`src/rtl/cursor_move_ctrl_if.sv`:
```
// Bundle between the direction-button front end and the board-position register.
// Latency: none, wires only.
// Backpressure: none; the position register takes the move strobes as they come.
//
// Signals:
//   btn_n      raw active-low buttons (bit0 up, bit1 down, bit2 left, bit3 right)
//   enable     moves accepted only while high
//   i_actual   committed row from the position register
//   j_actual   committed column from the position register
//   i_next     proposed row
//   j_next     proposed column
//   move_pulse one-cycle strobe marking a new proposal
//   blocked    one-cycle strobe marking a move refused at a board edge
// The master drives the buttons and the committed position. The slave is the cursor
// controller.
interface cursor_move_ctrl_if;
    logic [3:0] btn_n;
    logic       enable;
    logic [2:0] i_actual;
    logic [2:0] j_actual;
    logic [2:0] i_next;
    logic [2:0] j_next;
    logic       move_pulse;
    logic       blocked;

    modport master (
        output btn_n, enable, i_actual, j_actual,
        input  i_next, j_next, move_pulse, blocked
    );

    modport slave (
        input  btn_n, enable, i_actual, j_actual,
        output i_next, j_next, move_pulse, blocked
    );
endinterface

```
`src/rtl/cursor_move_ctrl.sv`:
```
// Cursor move controller: sync + debounce four buttons, one move per press plus auto-repeat.
// Latency: a move appears DEBOUNCE_CYCLES+2 posedges after btn_n falls. Outputs are registered.
// Backpressure: none; the position register must commit i_next/j_next on the negedge after move_pulse.
//
// Ports:
//   clk        system clock, posedge
//   rst        asynchronous active-low reset
//   bus.slave  button inputs, enable, and committed position in
//              proposed position and strobes out
module cursor_move_ctrl #(
    parameter int ROWS            = 8,
    parameter int COLS            = 8,
    parameter int DEBOUNCE_CYCLES = 500000,
    parameter int REPEAT_DELAY    = 25000000,
    parameter int REPEAT_PERIOD   = 10000000,
    parameter int WRAP            = 1
) (
    input  logic               clk,
    input  logic               rst,
    cursor_move_ctrl_if.slave  bus
);
    typedef enum logic [1:0] {IDLE, QUALIFY, HELD, RELEASE} state_t;

    localparam logic [31:0] DEB_LAST = 32'(DEBOUNCE_CYCLES - 1);
    localparam logic [31:0] RD_LAST  = 32'(REPEAT_DELAY - 1);
    localparam logic [31:0] RP_LAST  = 32'(REPEAT_PERIOD - 1);
    localparam logic [2:0]  I_MAX    = 3'(ROWS - 1);
    localparam logic [2:0]  J_MAX    = 3'(COLS - 1);

    logic [3:0]  sync1;
    logic [3:0]  sync2;
    logic [3:0]  btn;
    state_t      state;
    logic [31:0] cnt;
    logic [3:0]  dir;
    logic        rep;        // set once the first auto-repeat has fired
    logic        fire;
    logic        attempt;
    logic [2:0]  i_mv;
    logic [2:0]  j_mv;
    logic        edge_hit;

    assign btn = ~sync2;

    // A move fires on the last qualify cycle, and in HELD on the repeat schedule.
    always_comb begin
        fire = 1'b0;
        case (state)
            QUALIFY: fire = (btn == dir) && (cnt == DEB_LAST);
            HELD:    fire = (btn == dir) && (REPEAT_DELAY != 0) &&
                            (rep ? (cnt == RP_LAST) : (cnt == RD_LAST));
            default: fire = 1'b0;
        endcase
    end

    // A fired move is dropped silently when disabled or when dir holds several buttons.
    assign attempt = fire && bus.enable && $onehot(dir);

    // Neighbour cell from the committed position. edge_hit only rises in clamp mode.
    always_comb begin
        i_mv     = bus.i_actual;
        j_mv     = bus.j_actual;
        edge_hit = 1'b0;
        case (dir)
            4'b0001: begin
                if (bus.i_actual == 3'd0) begin
                    if (WRAP != 0) i_mv = I_MAX;
                    else           edge_hit = 1'b1;
                end else begin
                    i_mv = bus.i_actual - 3'd1;
                end
            end
            4'b0010: begin
                if (bus.i_actual == I_MAX) begin
                    if (WRAP != 0) i_mv = 3'd0;
                    else           edge_hit = 1'b1;
                end else begin
                    i_mv = bus.i_actual + 3'd1;
                end
            end
            4'b0100: begin
                if (bus.j_actual == 3'd0) begin
                    if (WRAP != 0) j_mv = J_MAX;
                    else           edge_hit = 1'b1;
                end else begin
                    j_mv = bus.j_actual - 3'd1;
                end
            end
            4'b1000: begin
                if (bus.j_actual == J_MAX) begin
                    if (WRAP != 0) j_mv = 3'd0;
                    else           edge_hit = 1'b1;
                end else begin
                    j_mv = bus.j_actual + 3'd1;
                end
            end
            default: ;
        endcase
    end

    always_ff @(posedge clk or negedge rst) begin
        if (!rst) begin
            sync1          <= 4'hF;
            sync2          <= 4'hF;
            state          <= IDLE;
            cnt            <= 32'd0;
            dir            <= 4'd0;
            rep            <= 1'b0;
            bus.i_next     <= 3'd0;
            bus.j_next     <= 3'd0;
            bus.move_pulse <= 1'b0;
            bus.blocked    <= 1'b0;
        end else begin
            sync1 <= bus.btn_n;
            sync2 <= sync1;

            // Track the committed cell so a stale proposal is never re-committed.
            bus.i_next     <= bus.i_actual;
            bus.j_next     <= bus.j_actual;
            bus.move_pulse <= 1'b0;
            bus.blocked    <= 1'b0;
            if (attempt) begin
                if (edge_hit) begin
                    bus.blocked <= 1'b1;
                end else begin
                    bus.i_next     <= i_mv;
                    bus.j_next     <= j_mv;
                    bus.move_pulse <= 1'b1;
                end
            end

            case (state)
                IDLE: begin
                    if (btn != 4'd0) begin
                        dir   <= btn;
                        cnt   <= 32'd0;
                        state <= QUALIFY;
                    end
                end
                QUALIFY: begin
                    if (btn != dir) begin
                        state <= IDLE;
                    end else if (fire) begin
                        cnt   <= 32'd0;
                        rep   <= 1'b0;
                        state <= HELD;
                    end else begin
                        cnt <= cnt + 32'd1;
                    end
                end
                HELD: begin
                    if (btn != dir) begin
                        cnt   <= 32'd0;
                        state <= RELEASE;
                    end else if (REPEAT_DELAY != 0) begin
                        if (fire) begin
                            cnt <= 32'd0;
                            rep <= 1'b1;
                        end else begin
                            cnt <= cnt + 32'd1;
                        end
                    end
                end
                RELEASE: begin
                    // Any activity restarts the release window.
                    if (btn != 4'd0)          cnt   <= 32'd0;
                    else if (cnt == DEB_LAST) state <= IDLE;
                    else                      cnt   <= cnt + 32'd1;
                end
                default: state <= IDLE;
            endcase
        end
    end
endmodule

```
`src/flat_wrapper.sv`:
```
// flat-port wrapper written by rule: the top's interface ports become plain ports
module cursor_move_ctrl_flat 
#(
    parameter int ROWS            = 8,
    parameter int COLS            = 8,
    parameter int DEBOUNCE_CYCLES = 500000,
    parameter int REPEAT_DELAY    = 25000000,
    parameter int REPEAT_PERIOD   = 10000000,
    parameter int WRAP            = 1
)
  (clk, rst, bus_btn_n, bus_enable, bus_i_actual, bus_j_actual, bus_i_next, bus_j_next, bus_move_pulse, bus_blocked);
  cursor_move_ctrl_if bus_i ();
  input  logic clk;
  input  logic rst;
  input wire logic [$bits(bus_i.btn_n)-1:0] bus_btn_n;
  input wire logic [$bits(bus_i.enable)-1:0] bus_enable;
  input wire logic [$bits(bus_i.i_actual)-1:0] bus_i_actual;
  input wire logic [$bits(bus_i.j_actual)-1:0] bus_j_actual;
  output wire logic [$bits(bus_i.i_next)-1:0] bus_i_next;
  output wire logic [$bits(bus_i.j_next)-1:0] bus_j_next;
  output wire logic [$bits(bus_i.move_pulse)-1:0] bus_move_pulse;
  output wire logic [$bits(bus_i.blocked)-1:0] bus_blocked;
  assign bus_i.btn_n = bus_btn_n;
  assign bus_i.enable = bus_enable;
  assign bus_i.i_actual = bus_i_actual;
  assign bus_i.j_actual = bus_j_actual;
  assign bus_i_next = bus_i.i_next;
  assign bus_j_next = bus_i.j_next;
  assign bus_move_pulse = bus_i.move_pulse;
  assign bus_blocked = bus_i.blocked;
  cursor_move_ctrl #(.ROWS(ROWS), .COLS(COLS), .DEBOUNCE_CYCLES(DEBOUNCE_CYCLES), .REPEAT_DELAY(REPEAT_DELAY), .REPEAT_PERIOD(REPEAT_PERIOD), .WRAP(WRAP)) u_core (.clk(clk), .rst(rst), .bus(bus_i));
endmodule
```
`config.mk`:
```
export PLATFORM = sky130hd
export DESIGN_NAME = cursor_move_ctrl_flat
export DESIGN_NICKNAME = d
export VERILOG_FILES = /design/src/rtl/cursor_move_ctrl_if.sv /design/src/rtl/cursor_move_ctrl.sv /design/src/flat_wrapper.sv
export SDC_FILE = /design/constraint.sdc
export NUM_CORES = 1
export LEC_CHECK = 0
export BUFFER_PORTS_ARGS = -buffer_cell sky130_fd_sc_hd__buf_2
export CAP_MARGIN = 25
export CORE_UTILIZATION = 60
export DETAILED_ROUTE_END_ITERATION = 10
export PLACE_DENSITY = 0.84
export SLEW_MARGIN = 20
export SYNTH_ARGS = -nofsm -noshare
export SYNTH_HDL_FRONTEND = slang
export SYNTH_SLANG_ARGS = --single-unit
```
`constraint.sdc`:
```
create_clock -name clk -period 7.2 [get_ports clk]
set_clock_uncertainty 0.15 [all_clocks]
set_input_delay 0.72 -clock clk [delete_from_list [all_inputs] [get_ports clk]]
set_output_delay 0.72 -clock clk [all_outputs]
set_load 0.05 [all_outputs]
```
==> results of run 1 <==
## per-layer routing
layer	up-vias	GRT usage, %	part of all wire [%]
li1	1553	-	-
met4	0	7.679	1.0
met1	1557	37.34	44
met2	128	47.37	48
met3	10	4.545	6.3
met5	-	0	0
## sequential cells by signal, summed over array words and instances, names as in the netlist, named ones only
signal,cells
u_core.cnt,32
u_core.sync1,4
u_core.sync2,4
u_core.bus.move_pulse,1
u_core.rep,1
u_core.bus.i_next,3
u_core.bus.j_next,3
u_core.state,1
u_core.dir,4
## cells in the mapped netlist, drive strengths merged, types with 2 or more instances
master | number | area [um2]
inv | 17 | 63.81
a21boi | 4 | 30.03
and4 | 7 | 61.31
a211oi | 2 | 15.01
o21a | 2 | 15.01
or4 | 4 | 33.78
a22o | 2 | 17.52
o211ai | 2 | 15.01
or3 | 4 | 25.02
nor3 | 8 | 51.30
ha | 23 | 287.8
o21ai | 32 | 160.2
o311a | 2 | 20.02
nand3 | 19 | 95.09
nand2b | 6 | 37.54
nand4 | 26 | 162.7
a32oi | 5 | 43.79
buf | 16 | 107.6
nor2 | 14 | 52.55
nand3b | 3 | 22.52
clkbuf | 13 | 48.80
nor4 | 6 | 50.04
a31oi | 3 | 18.77
mux2 | 2 | 22.52
xor2 | 4 | 35.03
and2 | 7 | 43.79
a22oi | 8 | 60.06
and3 | 12 | 76.33
o311ai | 6 | 52.56
a21oi | 12 | 60.06
dfstp | 8 | 210.2
a41oi | 3 | 41.29
dfrtp | 46 | 1151
o31ai | 19 | 147.6
nand4b | 3 | 26.28
nor4b | 2 | 17.52
nand2 | 40 | 150.1
## worst reg2reg max path: stages (launching register included)
cell,delay [ps]
sky130_fd_sc_hd__dfstp_2,580
sky130_fd_sc_hd__xor2_1,150
sky130_fd_sc_hd__nand4_1,350
sky130_fd_sc_hd__a22oi_1,410
sky130_fd_sc_hd__nand2_2,450
sky130_fd_sc_hd__nand3b_1,570
sky130_fd_sc_hd__buf_6,290
sky130_fd_sc_hd__buf_6,150
sky130_fd_sc_hd__o311ai_0,300
## logic make-up (layout without fill, tap and decap cells)
group                    count (synthesis)  in the layout  synth area share (%)
AO/OA/AOI/OAI                          110            110                 20.78
XOR/XNOR                                 4              4                0.9491
adder cells (fa/ha/maj)                 24             24                 8.339
buffers and inverters                   46             48                 5.966
flip-flops                              54             54                 36.88
multiplexers                             3              3                0.8813
other                                    1              1                0.1016
AND/OR/NAND/NOR                        168            168                 26.10
## metrics by stage
| stage | cells | area [um2] | utilization (%) | worst slack [ps] | hold WS [ps] |
|---|---|---|---|---|---|
| 2_1_floorplan | 410 | 3691 | - | 4729 | 195.2 |
| 3_3_place_gp | 477 | 3745 | 63.25 | 3154 | 196.3 |
| 3_5_place_dp | 479 | 3767 | 63.63 | 3434 | 198.7 |
| 4_1_cts | 487 | 3865 | 65.28 | 3399 | 214.9 |
| 5_1_grt | 487 | 3867 | 65.32 | 3250 | 217.1 |
| 6_report | 487 | 3867 | 65.32 | 3710 | 212.1 |
## cell type report
class,count,area [um2]
multi-input cells,310,2118
inverters,17,63.81
fillers,485,2053
well taps,75,93.84
flip-flops and latches,54,1361
clock buffers,5,68.82
clock inverters,3,28.78
repair buffers,23,132.6
## path summary, 6_finish.rpt
path	start	end	slack [ps]	cells after the start
max in group asynchronous	rst	u_core.cnt[4]$_DFFE_PN0P_	6100	2
hold / removal	u_core.sync1[2]$_DFF_PN1_	u_core.sync2[2]$_DFF_PN1_	210	0
min in group asynchronous	rst	u_core.bus.j_next[2]$_DFF_PN0_	350	2
setup / recovery	u_core.sync2[2]$_DFF_PN1_	u_core.cnt[9]$_DFFE_PN0P_	3710	8
hold reg to reg	u_core.sync1[2]$_DFF_PN1_	u_core.sync2[2]$_DFF_PN1_	210	0
setup reg to reg	u_core.sync2[2]$_DFF_PN1_	u_core.cnt[9]$_DFFE_PN0P_	3710	8
## power by group
group / leakage [nW] / internal (mW) / switching [mW] / total [mW]
sequential: 0.702 / 0.329 / 0.0323 / 0.362
combinational: 0.839 / 0.125 / 0.260 / 0.385
clock: 0.0502 / 0.0723 / 0.112 / 0.184
total: 1.59 / 0.526 / 0.404 / 0.930
==> summary.json, run 1 <==
{
  "outcome": {
    "status": "finished, final reports clean"
  },
  "cells_and_area": {
    "layout_common_cells": "sky130_fd_sc_hd__dfrtp_1, sky130_fd_sc_hd__nand2_1, sky130_fd_sc_hd__nand4_1, sky130_fd_sc_hd__o21ai_0, sky130_fd_sc_hd__ha_1",
    "mostFrequentLayoutCell": "sky130_fd_sc_hd__dfrtp_1",
    "flow.area_growth_from_synthesis_pct": 4.780,
    "nNetsFinal": 448,
    "drive_above_1_share_pct": 12.62,
    "antennaDiodeCount": 0
  },
  "global_routing": {
    "first_global_vias": 3028,
    "grt_antenna_before_repair": 0,
    "grt_max_degree": 55,
    "grt_remaining_overflow": 0,
    "grt_util_all_layers_pct": 28.14,
    "wire_length_of_the_first_global_routing_pass_mm": 14.12
  },
  "detailed_routing": {
    "total_wire_length_mm": 8.101,
    "ant_nets_after_route": 0,
    "detail_route.drc_violations": 0,
    "firstDrtPassIters": 5,
    "detailedRoute.firstIterationViolations": 330,
    "avgViaCountPerCell": 6.669,
    "route.vias.total": 3248,
    "route.detailed.wl_per_inst_um": 16.63
  },
  "critical_path": {
    "cp.required_ps": 7270,
    "worstPathCellList": "xor2_1 > nand4_1 > a22oi_1 > nand2_2 > nand3b_1 > buf_6 > buf_6 > o311ai_0",
    "critPathKind": "flop to flop",
    "crit_path_max_incr_delay_ps": 580,
    "worstSetupEndpointType": "flop",
    "critical_path_peak_fanout": 33,
    "setup.worst_path.start_class": "flop",
    "worst-path-buf-inv": 2,
    "cp_top_family": "simple AND/OR/NAND/NOR gates",
    "crit_path_frequent_cell": "sky130_fd_sc_hd__buf_6",
    "slowest_stage": "sky130_fd_sc_hd__dfstp_2",
    "cp_arrival_ps": 3560
  },
  "timing": {
    "timing.final.setup_violations": 0,
    "fin_tns_setup_ps": 0,
    "min_period_ps": 3490,
    "tightest_slew_ps": 870.9,
    "rsz_0062_raised_after_global_routing": "false",
    "timing.final.crit_share_pct": 48.48,
    "timing.max_slew.rel_slack_pct": 41.41,
    "final_max_slew_viol_count": 0,
    "fmax_mhz": 286.5,
    "hold_violations": 0
  },
  "clocking": {
    "clk-insertion-delay-late_ps": 320,
    "cts.sinks": 54,
    "cts_root_buffer": "sky130_fd_sc_hd__clkbuf_8",
    "cts_inserted_buffers": 5,
    "cts_tree": "yes",
    "clkTransAtPathRegs_ps": 110,
    "hold_buffers": 0,
    "postCtsSetupBuffers": 0,
    "cts_max_level": 2,
    "post_cts_resized": 0,
    "max-clock-path-buffers": 2
  },
  "floorplanning": {
    "core_um2": 5921,
    "die_h_um": 80.43,
    "rows": 28,
    "pin_count": 21,
    "die_width_um": 80.43,
    "initial_core_utilization_pct": 62.34,
    "die_area_um2": 6469
  },
  "power_and_ir_drop": {
    "static_leak_nw": 1.591,
    "irDropWorstVdd_uv": 249.5,
    "power_density_nw_per_um2": 240.5,
    "total_power_uw": 930.0
  },
  "logic_synthesis": {
    "synth.avg_cell_area_um2": 9.003,
    "netlist_area_um2": 3691,
    "synth_async_sr_flop_share_pct": 100.0,
    "synth_sequential_area_ratio_pct": 36.88,
    "synth_enable_flop_cells": 0,
    "yosys_warnings": 0,
    "yosys_register_bits": 54,
    "synth_cell_types": 65,
    "netlist_instances": 410,
    "synth_ff_type": "sky130_fd_sc_hd__dfrtp_1",
    "postSynthNetCount": 447
  },
  "place": {
    "dp_hpwl_mm": 5.652,
    "place.gp.congestion": 0.9024,
    "port_buffers": 19
  },
  "worst_hold_path": {
    "hold_class": "flop to flop"
  },
  "job": {
    "max-cap-violations": 0
  }
}
(Power assumes the default switching activity.)
==> inputs of run 2 (changes only) <==
Settings changed: CORE_UTILIZATION 60 to 56, PLACE_DENSITY 0.84 to 0.82.
Clock period 7.2 ns to 3.05 ns, I/O delays scaled along.
==> run 2 against run 1 <==
Net effect:
- global-route usage decreased by 2.9 points
- utilization decreased by 1.1 points
- hold slack worse by 120 ps
- non-clock buffer count increased by 20
- sequential share of layout area shrank 1.8 points
==> summary.json, run 2 (synthesis gave the netlist of run 1 again) <==
{
  "outcome": {
    "status": "finished, final reports clean"
  },
  "detailed_routing": {
    "detailedRoute.firstIterationViolations": {"value": 318, "change": "-3.6%"},
    "firstDrtPassIters": {"value": 5, "change": "unchanged"},
    "avgViaCountPerCell": {"value": 6.583, "change": "-1.3%"},
    "detail_route.drc_violations": {"value": 0, "change": "unchanged"},
    "total_wire_length": {"value": 8.490, "unit": "mm", "change": "+4.8%"},
    "ant_nets_after_route": {"value": 0, "change": "unchanged"},
    "route.detailed.wl_per_inst": {"value": 16.68, "unit": "um", "change": "+0.27%"},
    "route.vias.total": {"value": 3351, "change": "+3.2%"}
  },
  "clocking": {
    "cts_max_level": {"value": 2, "change": "unchanged"},
    "cts_inserted_buffers": {"value": 5, "change": "unchanged"},
    "cts_tree": "yes",
    "cts.sinks": {"value": 54, "change": "unchanged"},
    "max-clock-path-buffers": {"value": 2, "change": "unchanged"},
    "clkTransAtPathRegs": {"value": 100, "unit": "ps", "change": "about the same"},
    "clk-insertion-delay-late": {"value": 310, "unit": "ps", "change": "about the same"},
    "cts_root_buffer": "sky130_fd_sc_hd__clkbuf_8"
  },
  "critical_path": {
    "cp.required": {"value": 3090, "unit": "ps", "change": "-4180 ps"},
    "crit_path_max_incr_delay": {"value": 570, "unit": "ps", "change": "about the same"},
    "worstSetupEndpointType": "flop",
    "critPathKind": "flop to flop",
    "critical_path_peak_fanout": {"value": 7, "change": "-79%"},
    "slowest_stage": "sky130_fd_sc_hd__a2111o_1",
    "cp_arrival": {"value": 2900, "unit": "ps", "change": "-660 ps"},
    "worstPathCellList": "inv_1 > ha_2 > nand4b_1 > nor4_2 > o2111ai_1 > a2111o_1 > buf_4 > a32oi_1 > o31ai_1",
    "setup.worst_path.start_class": "flop"
  },
  "timing": {
    "min_period": {"value": 2857, "unit": "ps", "change": "-632.8 ps"},
    "rsz_0062_raised_after_global_routing": "false",
    "final_max_slew_viol_count": {"value": 0, "change": "unchanged"},
    "hold_violations": {"value": 0, "change": "unchanged"},
    "tightest_slew": {"value": 574.9, "unit": "ps", "change": "-296.0 ps"},
    "timing.final.setup_violations": {"value": 0, "change": "unchanged"},
    "fin_tns_setup": {"value": 0, "unit": "ps", "change": "unchanged"},
    "worst_slack": {"value": 192.6, "unit": "ps", "change": "-3517 ps"},
    "timing.max_slew.rel_slack": {"value": 61.68, "unit": "%", "change": "+20 points"},
    "timing.final.crit_share": {"value": 93.69, "unit": "%", "change": "+45 points"},
    "fmax": {"value": 350.0, "unit": "MHz", "change": "+22%"}
  },
  "place": {
    "pre_cts_slack": {"value": 109.3, "unit": "ps", "change": "-3325 ps"},
    "port_buffers": {"value": 19, "change": "unchanged"},
    "place.gp.congestion": {"value": 0.9219, "change": "+2.2%"},
    "dp_hpwl": {"value": 5.999, "unit": "mm", "change": "+6.2%"},
    "dp.cells": {"value": 494, "change": "+3.1%"}
  },
  "floorplanning": {
    "initial_core_utilization": {"value": 58.13, "unit": "%", "change": "-4.2 points"},
    "pin_count": {"value": 21, "change": "unchanged"},
    "core": {"value": 6350, "unit": "um2", "change": "+7.2%"},
    "die_h": {"value": 83.19, "unit": "um", "change": "+3.4%"},
    "die_area": {"value": 6920, "unit": "um2", "change": "+7.0%"},
    "die_width": {"value": 83.19, "unit": "um", "change": "+3.4%"},
    "rows": {"value": 29, "change": "+3.6%"}
  },
  "cells_and_area": {
    "layout_common_cells": "sky130_fd_sc_hd__dfrtp_1, sky130_fd_sc_hd__nand2_1, sky130_fd_sc_hd__nand4_1, sky130_fd_sc_hd__o21ai_0, sky130_fd_sc_hd__ha_1",
    "drive_above_1_share": {"value": 15.74, "unit": "%", "change": "+3.1 points"},
    "instances_no_fill": {"value": 509, "change": "+4.5%"},
    "nNetsFinal": {"value": 468, "change": "+4.5%"},
    "largest-register": "u_core.cnt",
    "antennaDiodeCount": {"value": 0, "change": "unchanged"},
    "mostFrequentLayoutCell": "sky130_fd_sc_hd__dfrtp_1",
    "largest_register_ff_count": {"value": 32, "change": "unchanged"},
    "flow.area_growth_from_synthesis_pct": 10.44
  },
  "power_and_ir_drop": {
    "power_density": {"value": 570.6, "unit": "nW/um2", "change": "+140%"},
    "total_power": {"value": 2.326, "unit": "mW", "change": "+150%"},
    "static_leak": {"value": 1.700, "unit": "nW", "change": "+6.8%"},
    "irDropWorstVdd": {"value": 375.9, "unit": "uV", "change": "+51%"}
  },
  "global_routing": {
    "grt_remaining_overflow": {"value": 0, "change": "unchanged"},
    "grt_util_all_layers": {"value": 25.25, "unit": "%", "change": "-2.9 points"},
    "grt_max_degree": {"value": 33, "change": "-40%"},
    "wire_length_of_the_first_global_routing_pass": {"value": 14.49, "unit": "mm", "change": "+2.6%"},
    "first_global_vias": {"value": 3099, "change": "+2.3%"},
    "grt_antenna_before_repair": {"value": 0, "change": "unchanged"}
  },
  "worst_hold_path": {
    "hold_class": "primary input to flop"
  },
  "job": {
    "max-cap-violations": {"value": 0, "change": "unchanged"}
  }
}
## run 2: changes by cell type in the layout (fill, tap and decap cells not counted), moves of 2 or more
| cell | delta |
|---|---|
| sky130_fd_sc_hd__buf_4 | +15 |
| sky130_fd_sc_hd__dlygate4sd3_1 | +5 |
| sky130_fd_sc_hd__buf_12 | +2 |
| sky130_fd_sc_hd__buf_6 | -2 |
| sky130_fd_sc_hd__clkinv_4 | -2 |
## run 2: repair_timing
action,CTS,global route
resized for setup,0,2
hold buffers,5,0
endpoints found under the hold margin,24,0
buffers inserted,0,2
setup endpoints to repair,0,13
## run 2: routing by layer
layer | up-vias | routed length (um) | track usage, %
met5 | - | 0 | 0
met3 | 18 | 562 | 3.579
met4 | 0 | 147 | 8.777
met2 | 150 | 4066 | 41.88
li1 | 1592 | - | -
met1 | 1591 | 3714 | 33.92
## run 2: cell type report
| class | count | area (um2) |
|---|---|---|
| Fill cell | 504 | 2273 |
| Multi-Input combinational cell | 310 | 2125 |
| Sequential cell | 54 | 1361 |
| Timing Repair Buffer | 43 | 312.8 |
| Tap cell | 77 | 96.34 |
| Clock buffer | 5 | 68.82 |
| Inverter | 17 | 63.81 |
| Clock inverter | 3 | 48.80 |
## run 2: worst paths after layout
check / start / to / slack (ps) / depth (start not counted)
min in group asynchronous: rst / u_core.bus.j_next[1]$_DFF_PN0_ / 360 / 2
setup reg to reg: u_core.state[0]$_DFFE_PN0P_ / u_core.cnt[17]$_DFFE_PN0P_ / 190 / 9
hold / removal: bus_j_actual[0] / u_core.bus.j_next[0]$_DFF_PN0_ / 100 / 2
setup / recovery: u_core.state[0]$_DFFE_PN0P_ / u_core.cnt[17]$_DFFE_PN0P_ / 190 / 9
hold reg to reg: u_core.sync1[2]$_DFF_PN1_ / u_core.sync2[2]$_DFF_PN1_ / 210 / 0
max in group asynchronous: rst / u_core.sync1[3]$_DFF_PN1_ / 1720 / 3
## run 2: report_power, final
part	internal, mW	switching [mW]
clock network	0.250	0.253
logic	0.342	0.629
registers	0.777	0.0748
## run 2: worst max-delay path: cells and delay by family, from the launching register on
kind            cells  cell delay (ps)
simple gates        2              470
buf+inv             2              370
fa+ha+maj           1              280
flops               1              440
compound gates      4             1030
## run 2: per-stage QoR
step / hold WS (ps) / util, % / cell area (um2)
CTS: 90.04 / 63.82 / 4053
finish: 95.60 / 64.20 / 4076
detailed placement: 184.6 / 61.18 / 3885
floorplan: -140.6 / - / 3691
global route: 95.46 / 64.20 / 4076
global placement: 191.5 / 61.18 / 3885
==> inputs of run 3 (changes only) <==
Settings changed: ABC_AREA set to 1, CORE_UTILIZATION 56 to 55, PLACE_DENSITY 0.82 to 0.81.
==> run 3 against run 2 <==
Net effect:
- the run now ends with negative hold slack left
- final area up 2.1%
- setup slack better by 330 ps
- sequential cell count unchanged
- synthesized cell count is 31% higher
- first-iteration DRC count fell by 4.4%
- wire length shrank 3.2%
- register-to-register slack improved by 330 ps
- critical path type unchanged
- global-route usage decreased by 1.2 points
- fmax grew 13%
==> summary.json, run 3 <==
{
  "outcome": {
    "status": "finished, violations left",
    "violations": "negative hold slack"
  },
  "detailed_routing": {
    "total_wire_length": {"value": 8.216, "unit": "mm", "change": "-3.2%"},
    "route.vias.total": {"value": 3384, "change": "+0.98%"},
    "detail_route.drc_violations": {"value": 0, "change": "unchanged"},
    "route.detailed.wl_per_inst": {"value": 12.56, "unit": "um", "change": "-25%"},
    "avgViaCountPerCell": {"value": 5.174, "change": "-21%"},
    "detailedRoute.firstIterationViolations": {"value": 304, "change": "-4.4%"},
    "ant_nets_after_route": {"value": 0, "change": "unchanged"},
    "firstDrtPassIters": {"value": 5, "change": "unchanged"}
  },
  "critical_path": {
    "cp_arrival": {"value": 2620, "unit": "ps", "change": "-280 ps"},
    "setup.worst_path.start_class": "flop",
    "cp.required": {"value": 3140, "unit": "ps", "change": "+50 ps"},
    "worstSetupEndpointType": "flop",
    "critPathKind": "flop to flop",
    "critical_path_peak_fanout": {"value": 7, "change": "unchanged"}
  },
  "timing": {
    "hold_violations": {"value": 33, "change": "+33"},
    "rsz_0062_raised_after_global_routing": "false",
    "final_max_slew_viol_count": {"value": 0, "change": "unchanged"},
    "tightest_slew": {"value": 912.6, "unit": "ps", "change": "+337.7 ps"},
    "holdWs": {"value": -30.99, "unit": "ps", "change": "-126.6 ps"},
    "fin_tns_setup": {"value": 0, "unit": "ps", "change": "unchanged"},
    "timing.final.setup_violations": {"value": 0, "change": "unchanged"},
    "timing.final.crit_share": {"value": 82.80, "unit": "%", "change": "-11 points"},
    "min_period": {"value": 2525, "unit": "ps", "change": "-332.0 ps"},
    "timing.max_slew.rel_slack": {"value": 39.16, "unit": "%", "change": "-23 points"},
    "fmax": {"value": 396.0, "unit": "MHz", "change": "+13%"}
  },
  "logic_synthesis": {
    "postSynthNetCount": {"value": 576, "change": "+29%"},
    "synth_top_cells_by_count": "sky130_fd_sc_hd__nand2_1, sky130_fd_sc_hd__nor2_1, sky130_fd_sc_hd__inv_1",
    "yosys_register_bits": {"value": 54, "change": "unchanged"},
    "synth.avg_cell_area": {"value": 7.164, "unit": "um2", "change": "-20%"},
    "netlist_area": {"value": 3861, "unit": "um2", "change": "+4.6%"},
    "synth_enable_flop_cells": {"value": 0, "change": "unchanged"},
    "synth_cell_types": {"value": 38, "change": "-42%"},
    "yosys_warnings": {"value": 0, "change": "unchanged"},
    "synth.most_common_cell": "sky130_fd_sc_hd__nand2_1",
    "synth_area_leaders": "sky130_fd_sc_hd__dfrtp_1, sky130_fd_sc_hd__nand2_1, sky130_fd_sc_hd__ha_1",
    "synth.top_cell.area_share": {"value": 29.81, "unit": "%", "change": "-1.4 points"},
    "synth_ff_type": "sky130_fd_sc_hd__dfrtp_1",
    "synth_sequential_area_ratio": {"value": 35.26, "unit": "%", "change": "-1.6 points"},
    "synth_async_sr_flop_share": {"value": 100.0, "unit": "%", "change": "unchanged"},
    "synth.largest_area_cell": "sky130_fd_sc_hd__dfrtp_1",
    "netlist_instances": {"value": 539, "change": "+31%"}
  },
  "cells_and_area": {
    "layout_common_cells": "sky130_fd_sc_hd__nand2_1, sky130_fd_sc_hd__nor2_1, sky130_fd_sc_hd__inv_1",
    "largest-register": "u_core.cnt",
    "nNetsFinal": {"value": 594, "change": "+27%"},
    "drive_above_1_share": {"value": 13.44, "unit": "%", "change": "-2.3 points"},
    "fillerInstances": {"value": 616, "change": "+22%"},
    "finish.utilization": {"value": 61.25, "unit": "%", "change": "-2.9 points"},
    "largest_register_ff_count": {"value": 32, "change": "unchanged"},
    "antennaDiodeCount": {"value": 0, "change": "unchanged"},
    "flow.area_growth_from_synthesis_pct": 7.777,
    "mostFrequentLayoutCell": "sky130_fd_sc_hd__nand2_1"
  },
  "global_routing": {
    "grt_remaining_overflow": {"value": 0, "change": "unchanged"},
    "first_global_vias": {"value": 3209, "change": "+3.5%"},
    "grt_antenna_before_repair": {"value": 0, "change": "unchanged"},
    "wire_length_of_the_first_global_routing_pass": {"value": 14.29, "unit": "mm", "change": "-1.4%"},
    "grt_max_degree": {"value": 43, "change": "+30%"},
    "grt_util_all_layers": {"value": 24.09, "unit": "%", "change": "-1.2 points"}
  },
  "power_and_ir_drop": {
    "static_leak": {"value": 2.048, "unit": "nW", "change": "+21%"},
    "irDropWorstVdd": {"value": 381.9, "unit": "uV", "change": "+1.6%"},
    "total_power": {"value": 2.250, "unit": "mW", "change": "-3.3%"},
    "power_density": {"value": 540.6, "unit": "nW/um2", "change": "-5.3%"}
  },
  "clocking": {
    "cts_max_level": {"value": 2, "change": "unchanged"},
    "cts.sinks": {"value": 54, "change": "unchanged"},
    "postCtsSetupBuffers": {"value": 0, "change": "unchanged"},
    "hold_buffers": {"value": 4, "change": "-1"},
    "cts_inserted_buffers": {"value": 5, "change": "unchanged"},
    "cts_root_buffer": "sky130_fd_sc_hd__clkbuf_8",
    "post_cts_resized": {"value": 0, "change": "unchanged"},
    "clkTransAtPathRegs": {"value": 100, "unit": "ps", "change": "about the same"},
    "clk-insertion-delay-late": {"value": 310, "unit": "ps", "change": "about the same"},
    "max-clock-path-buffers": {"value": 2, "change": "unchanged"},
    "cts_tree": "yes"
  },
  "floorplanning": {
    "initial_core_utilization": {"value": 56.83, "unit": "%", "change": "-1.3 points"},
    "pin_count": {"value": 21, "change": "unchanged"},
    "die_width": {"value": 85.79, "unit": "um", "change": "+3.1%"},
    "die_h": {"value": 85.79, "unit": "um", "change": "+3.1%"},
    "core": {"value": 6794, "unit": "um2", "change": "+7.0%"},
    "rows": {"value": 30, "change": "+3.4%"},
    "die_area": {"value": 7359, "unit": "um2", "change": "+6.3%"}
  },
  "place": {
    "dp_hpwl": {"value": 6.205, "unit": "mm", "change": "+3.4%"},
    "place.gp.congestion": {"value": 0.9425, "change": "+2.2%"},
    "port_buffers": {"value": 19, "change": "unchanged"}
  },
  "job": {
    "max-cap-violations": {"value": 0, "change": "unchanged"}
  },
  "worst_hold_path": {
    "hold_class": "primary input to async pin"
  }
}
run 3: cell types whose count changed after synthesis, sizes merged, moves of 8 or more:
| cell | change |
|---|---|
| o31ai | -19 |
| and3 | -11 |
| a22oi | -8 |
| clkbuf | -13 |
| nand3 | +9 |
| nor3 | +12 |
| nor2 | +57 |
| xor2 | +23 |
| nand4 | -14 |
| o21ai | -16 |
| nand2 | +147 |
| inv | +42 |
run 3: final timing paths:
kind	start	to	slack (ps)	cells past startpoint
min in group clk	bus_i_actual[1]	u_core.bus.i_next[1]$_DFF_PN0_	100	3
min	rst	u_core.bus.move_pulse$_DFF_PN0_	-30	1
max reg2reg	u_core.dir[2]$_DFFE_PN0P_	u_core.bus.i_next[2]$_DFF_PN0_	520	7
min reg2reg	u_core.sync1[2]$_DFF_PN1_	u_core.sync2[2]$_DFF_PN1_	210	0
max	u_core.dir[2]$_DFFE_PN0P_	u_core.bus.i_next[2]$_DFF_PN0_	520	7
max in group asynchronous	rst	u_core.cnt[25]$_DFFE_PN0P_	2070	2
run 3: report_power, final:
group	total, mW	switching, mW	leakage (nW)	internal (mW)
clock network	0.501	0.250	0.0591	0.251
registers	0.847	0.0690	0.702	0.778
logic	0.902	0.629	1.29	0.273
total	2.25	0.948	2.05	1.30
run 3: final cells by class:
cell class	instances	area [um2]	share of cell area [%]
well taps	96	120.1	2.886
multi-input cells	406	2161	51.92
clock inverters	3	47.55	1.143
flip-flops and latches	54	1361	32.71
repair buffers	27	165.2	3.969
inverters	63	237.7	5.713
clock buffers	5	68.82	1.654
run 3: cell families after synthesis:
family	count (synthesis)	share of synthesized area [%]
simple gates	323	36.81
fa+ha+maj	24	7.972
other cells	1	0.09712
flops	54	35.26
compound gates	27	4.051
buf+inv	79	8.781
xor+xnor	31	7.032
run 3: through the flow:
step                      instances  cell area [um2]  setup slack, ps
after floorplan                 539             3861            804.1
after detailed placement        642             4005            552.1
after global routing            654             4161            292.1
after CTS                       654             4161            522.9
after global placement          642             4005            647.8
final                           654             4161            524.6
run 3: per-layer routing:
metal,routed length [um],vias up,GRT usage (%)
li1,-,1711,-
met3,475,9,3.465
met5,0,-,0
met2,3763,108,40.07
met1,3918,1556,33.66
met4,58,0,5.000
run 3: worst max-delay path, cell delays in order, from the launching register on:
cell,delay (ps)
sky130_fd_sc_hd__dfrtp_1,450
sky130_fd_sc_hd__inv_1,90
sky130_fd_sc_hd__ha_1,300
sky130_fd_sc_hd__ha_1,200
sky130_fd_sc_hd__fa_1,430
sky130_fd_sc_hd__nor3_1,350
sky130_fd_sc_hd__nand3_1,270
sky130_fd_sc_hd__o21ai_1,210
